## src/rtl/alu_resp_packer_pkg.sv

```systemverilog
// Shared constants and types for the ALU response packer.
// Holds the status codes, header size and packer state encoding.
package alu_resp_packer_pkg;

  localparam logic [7:0] RESP_STATUS_OK  = 8'h00;
  localparam logic [7:0] RESP_STATUS_ERR = 8'h01;
  localparam int         RESP_HDR_BYTES  = 4;

  typedef enum logic [2:0] {
    ST_IDLE,
    ST_OPC,
    ST_STAT,
    ST_LEN_LO,
    ST_LEN_HI,
    ST_PAYLOAD
  } pack_state_e;

  // Total packet length of an OK response, as carried in the length field.
  function automatic logic [15:0] resp_len(input int result_bytes);
    return 16'(RESP_HDR_BYTES + result_bytes);
  endfunction

endpackage

```

## src/rtl/alu_resp_packer.sv

```systemverilog
// Frames one ALU result into a little-endian byte packet for uart_tx.
// OK: opcode, 0x00, len_lo, len_hi, result bytes. Error: opcode, 0x01, 0x04, 0x00.
module alu_resp_packer
  import alu_resp_packer_pkg::*;
#(
  parameter int DATA_WIDTH   = 8,
  parameter int RESULT_BYTES = 4
) (
  input  logic                  clk_i,
  input  logic                  rst_ni,
  input  logic                  res_valid_i,
  output logic                  res_ready_o,
  input  logic [7:0]            res_opcode_i,
  input  logic [31:0]           res_data_i,
  input  logic                  res_err_i,
  output logic [DATA_WIDTH-1:0] m_axis_tdata_o,
  output logic                  m_axis_tvalid_o,
  input  logic                  m_axis_tready_i,
  output logic                  busy_o,
  output pack_state_e           dbg_state_o
);

  // Handshakes: a transfer happens on a rising edge where valid && ready.
  // Once m_axis_tvalid_o is raised it stays high with m_axis_tdata_o stable
  // until the byte is taken; results are only captured when res_ready_o is high.

  localparam logic [15:0] LEN     = resp_len(RESULT_BYTES);
  localparam logic [1:0]  CNT_END = 2'(RESULT_BYTES - 1);

  pack_state_e           state_q, state_d;
  logic [1:0]            cnt_q, cnt_d;
  logic [7:0]            opc_q, opc_d;
  logic [31:0]           data_q, data_d;
  logic                  err_q, err_d;
  logic [DATA_WIDTH-1:0] tdata_q;
  logic                  tvalid_q;
  logic [7:0]            byte_d;
  logic                  fire;

  assign fire = tvalid_q && m_axis_tready_i;

  always_comb begin
    state_d = state_q;
    cnt_d   = cnt_q;
    opc_d   = opc_q;
    data_d  = data_q;
    err_d   = err_q;
    unique case (state_q)
      ST_IDLE: begin
        if (res_valid_i) begin
          opc_d   = res_opcode_i;
          data_d  = res_data_i;
          err_d   = res_err_i;
          cnt_d   = 2'd0;
          state_d = ST_OPC;
        end
      end
      ST_OPC:    if (fire) state_d = ST_STAT;
      ST_STAT:   if (fire) state_d = ST_LEN_LO;
      ST_LEN_LO: if (fire) state_d = ST_LEN_HI;
      ST_LEN_HI: begin
        if (fire) begin
          cnt_d   = 2'd0;
          state_d = err_q ? ST_IDLE : ST_PAYLOAD;
        end
      end
      ST_PAYLOAD: begin
        if (fire) begin
          if (cnt_q == CNT_END) begin
            cnt_d   = 2'd0;
            state_d = ST_IDLE;
          end else begin
            cnt_d = cnt_q + 2'd1;
          end
        end
      end
      default: state_d = ST_IDLE;
    endcase
  end

  // Byte for the next cycle, selected from the next state so tdata is registered.
  always_comb begin
    byte_d = 8'h00;
    unique case (state_d)
      ST_OPC:     byte_d = opc_d;
      ST_STAT:    byte_d = err_d ? RESP_STATUS_ERR : RESP_STATUS_OK;
      ST_LEN_LO:  byte_d = err_d ? 8'(RESP_HDR_BYTES) : LEN[7:0];
      ST_LEN_HI:  byte_d = err_d ? 8'h00 : LEN[15:8];
      ST_PAYLOAD: byte_d = data_d[{cnt_d, 3'b000} +: 8];
      default:    byte_d = 8'h00;
    endcase
  end

  always_ff @(posedge clk_i or negedge rst_ni) begin
    if (!rst_ni) begin
      state_q  <= ST_IDLE;
      cnt_q    <= 2'd0;
      opc_q    <= 8'h00;
      data_q   <= 32'h0;
      err_q    <= 1'b0;
      tdata_q  <= '0;
      tvalid_q <= 1'b0;
    end else begin
      state_q  <= state_d;
      cnt_q    <= cnt_d;
      opc_q    <= opc_d;
      data_q   <= data_d;
      err_q    <= err_d;
      tdata_q  <= DATA_WIDTH'(byte_d);
      tvalid_q <= (state_d != ST_IDLE);
    end
  end

  assign m_axis_tdata_o  = tdata_q;
  assign m_axis_tvalid_o = tvalid_q;
  assign res_ready_o     = (state_q == ST_IDLE);
  assign busy_o          = (state_q != ST_IDLE);
  assign dbg_state_o     = state_q;

endmodule

```

## config.mk

```make
export PLATFORM = sky130hd
export DESIGN_NAME = alu_resp_packer
export DESIGN_NICKNAME = d
export VERILOG_FILES = /design/src/rtl/alu_resp_packer_pkg.sv /design/src/rtl/alu_resp_packer.sv
export SDC_FILE = /design/constraint.sdc
export NUM_CORES = 1
export LEC_CHECK = 0
export CORE_ASPECT_RATIO = 1.25
export CORE_MARGIN = 1.5
export CORE_UTILIZATION = 45
export CTS_BUF_LIST = sky130_fd_sc_hd__clkbuf_16
export DETAILED_ROUTE_END_ITERATION = 10
export PLACE_DENSITY = 0.85
export SYNTH_ARGS = -nofsm -noshare
export SYNTH_HDL_FRONTEND = slang
export SYNTH_SLANG_ARGS = --single-unit
```

## constraint.sdc

```tcl
create_clock -name clk_i -period 1.98 [get_ports clk_i]
set_input_delay 0.297 -clock clk_i [delete_from_list [all_inputs] [get_ports clk_i]]
set_output_delay 0.297 -clock clk_i [all_outputs]
set_load 0.1 [all_outputs]
```

==> results of run 1 <==
-- path summary, 6_finish.rpt --
| path | start | end | slack, ns | cells past startpoint |
|---|---|---|---|---|
| worst max-delay path | dbg_state_o[1]$_DFF_PN0_ | m_axis_tdata_o[5]$_DFF_PN0_ | -0.22 | 8 |
| worst min-delay path | rst_ni | data_q[28]$_DFF_PN0_ | -0.01 | 2 |
| worst max register to register | dbg_state_o[1]$_DFF_PN0_ | m_axis_tdata_o[5]$_DFF_PN0_ | -0.22 | 8 |
| worst min register to register | data_q[26]$_DFF_PN0_ | data_q[26]$_DFF_PN0_ | 0.47 | 2 |
| max in group asynchronous | rst_ni | dbg_state_o[2]$_DFF_PN0_ | 1.72 | 2 |
| min in group clk_i | data_q[26]$_DFF_PN0_ | data_q[26]$_DFF_PN0_ | 0.47 | 2 |
-- sequential cells by signal (all words and copies together) (netlist names) --
signal / count
data_q: 32
m_axis_tdata_o: 8
opc_q: 8
dbg_state_o: 3
cnt_q: 2
err_q: 1
m_axis_tvalid_o: 1
-- final cells by class --
class	count	area (um2)	share of cell area
multi-input cells	170	1150	0.293
repair buffers	109	1120	0.284
clock inverters	3	38.8	0.00987
flip-flops and latches	55	1390	0.354
inverters	6	26.3	0.00669
well taps	64	80.1	0.0204
clock buffers	5	125	0.0318
-- synth_stat cells, drive strengths merged --
cell / count
xnor2: 2
dfrtp: 55
ha: 1
a21oi: 1
o211a: 1
nor2b: 1
nand4b: 1
a32oi: 2
o2bb2ai: 1
a221o: 5
nand3: 3
nor2: 15
mux2: 16
nor4: 1
nor3b: 1
nand2b: 4
nand3b: 1
and3b: 1
and3: 3
inv: 6
nand2: 77
a2bb2oi: 2
a211oi: 1
or3: 2
a31oi: 5
nor4b: 1
mux2i: 12
o31ai: 1
buf: 9
or4b: 1
o21a: 1
o221ai: 3
clkbuf: 4
o21ai: 4
-- through the flow --
step           std cells  hold slack [ns]  setup WS (ns)
6_report             412          -0.0127         -0.218
5_1_grt              412           0.0141         -0.340
4_1_cts              403           0.0115         -0.162
3_5_place_dp         389            0.317         -0.406
3_3_place_gp         389            0.311         -0.326
2_1_floorplan        244          0.00141         -0.319
-- power by group --
group | internal [mW] | switching (mW) | leakage [nW] | total (mW)
Clock | 0.591 | 0.397 | 0.0812 | 0.988
Sequential | 1.65 | 0.211 | 0.678 | 1.86
Combinational | 1.88 | 2.25 | 1.18 | 4.13
Total | 4.12 | 2.86 | 1.94 | 6.98
-- routing by layer --
layer | up-vias | wire (um) | GRT usage
met5 | - | 0 | 0
met4 | 0 | 110 | 0.0699
met3 | 10 | 329 | 0.0337
met2 | 74 | 3740 | 0.389
met1 | 1098 | 2760 | 0.260
li1 | 1035 | - | -
-- cell families (layout without fill, tap and decap cells) --
logic type               after synthesis  in the layout  share of synthesized area
flip-flops                            55             55                      0.546
multiplexers                          28             28                      0.119
AND/OR/NAND/NOR                      112            112                      0.196
buffers and inverters                 19            123                     0.0372
XOR/XNOR                               2              2                    0.00695
adder cells (fa/ha/maj)                1              1                    0.00496
AO/OA/AOI/OAI                         27             27                     0.0903
-- placed cells by master, fill, tap and decap left out, types with 6 or more instances in the layout --
master / Yosys / final
buf_12: 0 / 9
buf_4: 0 / 47
clkbuf_16: 0 / 7
clkdlybuf4s50_1: 0 / 43
dfrtp_1: 55 / 51
mux2_2: 16 / 6
mux2_4: 0 / 10
mux2i_1: 12 / 12
nand2_1: 77 / 77
nor2_1: 15 / 13
-- worst max-delay path: cells and delay by family (launching register included) --
kind,cells,cell delay (ns)
flops,1,0.48
simple gates,2,0.38
buf+inv,3,0.48
compound gates,2,0.41
mux,1,0.32
-- repair_timing --
item                                    4_1_cts  5_1_grt
resized for setup                             7       22
endpoints found under the setup margin       10       10
pin swaps                                     1        9
gates cloned                                  1        3
setup buffers                                 5        7
==> results.ini, run 1 <==
[global_route]
grt_max_degree=56
antenna_found_initial=0
grt_first_pass_wirelength_um=10200
grt_pass1_vias=2132
grt_usage=0.214
grt_overflow_total=0

[sta]
period_share=1.11
worstMarginPinSlew_ns=0.371
finalCriticalPeriod_ns=2.20
slew_violations=0
slew_headroom=0.751
rsz0062_at_grt=true
setup-tns-final_ns=-1.07
setup_viol=9
hold_ws_ns=-0.0127
fmax_mhz=455
worst_slack_ns=-0.218
worst_clock_skew_ns=0.00413
finalHoldViolCount=8

[synth]
yosys_register_bits=55
synth_area_leaders=dfrtp_1 (55%), nand2_1 (11%), mux2_2 (7.1%), mux2i_1 (4.8%), nor2_1 (2.2%)
synth_cells=244
ys_warn_count=0
syn_area_um2=2520
yosysTopAreaCellShare=0.546
synth_top_cell_by_area=dfrtp_1
synth_area_per_cell_um2=10.3
ys_seq_area_frac=0.546
syn_nets=290
ys_types=37

[layout]
nNetsFinal=393
post-route-util=0.727
area_delta_synth_final_pct=55.8
n_antenna_cell=0
fillers=368
final_area_um2=3930
drive_gt1_frac=0.307

[critical_path]
critPathSlowestCell=dfrtp_4
worstPathMaxFanout=5
critPathArrivalTime_ns=2.37
critical_path_class=reg -> reg
required_ns=2.15
cp_cell_sequence=buf_6 -> nor4b_4 -> buf_4 -> clkbuf_16 -> mux2_4 -> nor2_2 -> a31oi_1 -> a221o_1
end_kind=register
crit_path_start_kind=register
cpPeakStageDelay_ns=0.48

[detailed_routing]
via_count=2217
first_pass_iters=4
drc_errors=0
post_drt_wl_per_cell_um=16.9
ant_nets=0
via_per_inst=5.38
routed_wl_um=6950
drtIter0Drc=138

[pwr]
ir_drop_mv=1.49
powerDensity_nw_per_um2=1780
finalPower_mw=6.98
p_leak_nw=1.94

[floorplan]
fp.coreArea_um2=5410
start_util=0.466
ios=59
die_area_um2=6060
rows=30
die_h_um=86.7
chipWidth_um=70.0

[placement]
port-buffer-count=58
placed_cell_area_um2=3480
post-dp-hpwl_um=4220
gp_congestion=0.811

[clock_tree]
cts_root_buf=clkbuf_16
hold_buffers=0
clock_latency_ns=0.29
cts_tree=built
clock_sinks=55
cts-buffers-inserted=5
max-clock-path-buffers=2
cts.clk_slew.worst_paths_ns=0.07
ctsHtreeMaxLevel=2

[status]
status=complete, but fails checks
failed_checks=hold timing, setup timing

[worst_hold_path]
hp-class=in -> async

[run]
cap_violations=0

Note: power is estimated with default switching activity, not from simulation.
==> inputs of run 2 (changes only) <==
- SLEW_MARGIN: default -> 20
==> results of run 2 <==
No change in the layout: final DEF, timing and power equal those of run 1.
==> inputs of run 3 (changes only) <==
- PLACE_DENSITY: 0.85 -> 0.88
- SLEW_MARGIN: 20 -> 25
==> run 3 against run 2 <==
The run still ends with hold timing, setup timing left. Largest power group unchanged. Sequential power about the same. First-iteration DRC count grew 35%. Count of clock-buffer cells in the layout stayed put. Die area stayed put. Via count is 2.8% lower. Total power shrank 3.4%.
==> results.ini, run 3 (synthesis results as in run 1) <==
[status]
status=complete, but fails checks
failed_checks=hold timing, setup timing

[placement]
port-buffer-count=58
placed_cell_area_um2=3440
post-dp-hpwl_um=4470
gp_congestion=0.840

[sta]
worst_clock_skew_ns=0.00560
slew_violations=0
worst_slack_ns=-0.177
finalCriticalPeriod_ns=2.16
hold_ws_ns=-0.00423
slew_headroom=0.816
rsz0062_at_grt=true
fmax_mhz=464
worstMarginPinSlew_ns=0.274
setup-tns-final_ns=-1.07
period_share=1.09
setup_viol=9
finalHoldViolCount=14

[critical_path]
worstPathMaxFanout=5
worst_r2r_path_depth=8
r2r_start=dbg_state_o[2]$_DFF_PN0_
ff2ff_setup_slack_ns=-0.18
setup.worst_path.start=dbg_state_o[2]$_DFF_PN0_
path_depth=8
r2r-end=m_axis_tdata_o[7]$_DFF_PN0_
path_delay_family=buffers and inverters
critPathArrivalTime_ns=2.32
end_kind=register
cp_cell_sequence=buf_4 -> nor4b_4 -> buf_6 -> clkbuf_16 -> mux2_4 -> mux2i_1 -> nor2_1 -> a221o_1
path_buf_inv=3
critical_path_class=reg -> reg
required_ns=2.15
crit_end=m_axis_tdata_o[7]$_DFF_PN0_
critPathSlowestCell=dfrtp_4
crit_path_start_kind=register
cpPeakStageDelay_ns=0.48

[layout]
fillers=363
n_antenna_cell=0
drive_gt1_frac=0.279
final_common_cell=nand2_1
regMostFlops=data_q
post-route-util=0.709
regArea_um2=1390
layout_common_cells=nand2_1 (77), dfrtp_1 (51), clkdlybuf4s50_1 (43), buf_4 (36), nor2_1 (14)
final_area_um2=3830
area_delta_synth_final_pct=52.0
nNetsFinal=382
largest_register_ffs=32
multiInputGateArea_um2=1150

[floorplan]
ios=59
chipWidth_um=70.0
fp.coreArea_um2=5410
die_h_um=86.7
start_util=0.466
die_area_um2=6060
rows=30

[clock_tree]
cts.clk_slew.worst_paths_ns=0.07
cts-buffers-inserted=5
cts_tree=built
ctsHtreeMaxLevel=2
cts_root_buf=clkbuf_16
clock_latency_ns=0.29
hold_buffers=0
max-clock-path-buffers=2
clock_sinks=55

[detailed_routing]
post_drt_wl_per_cell_um=16.4
routed_wl_um=6570
drc_errors=0
first_pass_iters=4
ant_nets=0
via_count=2156
via_per_inst=5.38
drtIter0Drc=186

[global_route]
grt_overflow_total=0
antenna_found_initial=0
grt_first_pass_wirelength_um=10500
grt_usage=0.221
grt_pass1_vias=2250
grt_max_degree=56

[worst_hold_path]
hp-class=in -> async

[pwr]
p_leak_nw=1.85
powerDensity_nw_per_um2=1760
finalPower_mw=6.75
ir_drop_mv=1.64

[run]
cap_violations=0

==> run 3: cell types whose count changed in the layout (fill, tap and decap cells not counted), moves of 2 or more <==
cell,previous run,this run
buf_4,47,36
mux2i_1,12,10
mux2i_4,0,2
nand2b_1,2,4
nand2b_4,2,0
==> run 3: how the worst min path moves through the flow <==
| stage | from | to | depth (start not counted) |
|---|---|---|---|
| floorplan | rst_ni | cnt_q[0]$_DFF_PN0_ | 0 |
| global placement | rst_ni | data_q[28]$_DFF_PN0_ | 2 |
| detailed placement | rst_ni | data_q[28]$_DFF_PN0_ | 2 |
| CTS | rst_ni | data_q[28]$_DFF_PN0_ | 2 |
| global route | rst_ni | data_q[28]$_DFF_PN0_ | 2 |
| finish | rst_ni | data_q[6]$_DFF_PN0_ | 2 |
==> run 3: worst register-to-register path, stage by stage, from the launching register on <==
cell       delay [ns]
dfrtp_4          0.48
buf_4            0.15
nor4b_4          0.25
buf_6            0.18
clkbuf_16        0.16
mux2_4           0.31
mux2i_1          0.15
nor2_1           0.07
a221o_1          0.28
==> run 3: final cells by class <==
| cell class | count | area share |
|---|---|---|
| sequential | 55 | 0.363 |
| multi-input combinational | 170 | 0.299 |
| timing repair buffer | 98 | 0.272 |
| clock buffer | 5 | 0.0327 |
| tap | 64 | 0.0209 |
| inverter | 6 | 0.00686 |
| clock inverter | 3 | 0.00523 |
==> run 3: routing by layer <==
metal / global-route usage / share of wire
met2: 0.415 / 0.53
met3: 0.0430 / 0.051
met4: 0.0682 / 0.023
met1: 0.253 / 0.39
met5: 0 / 0
==> run 3: timing repair <==
item                       4_1_cts  5_1_grt
setup endpoints to repair        9       10
setup buffers                    3        4
hold endpoints to repair         0        0
resized for setup                8       16
gates cloned                     1        3
pin swaps                        1        2
==> run 3: power breakdown <==
group	internal (mW)	switching (mW)	leakage, nW
clock network	0.466	0.382	0.0674
registers	1.65	0.211	0.678
logic	1.80	2.24	1.11
==> run 3: stage by stage <==
stage	setup WS [ns]	instances	hold slack, ns
after floorplan	-0.319	244	0.00141
after global placement	-0.336	382	0.310
after detailed placement	-0.433	382	0.310
after CTS	-0.159	394	0.00741
after global routing	-0.222	401	0.00785
final	-0.177	401	-0.00423
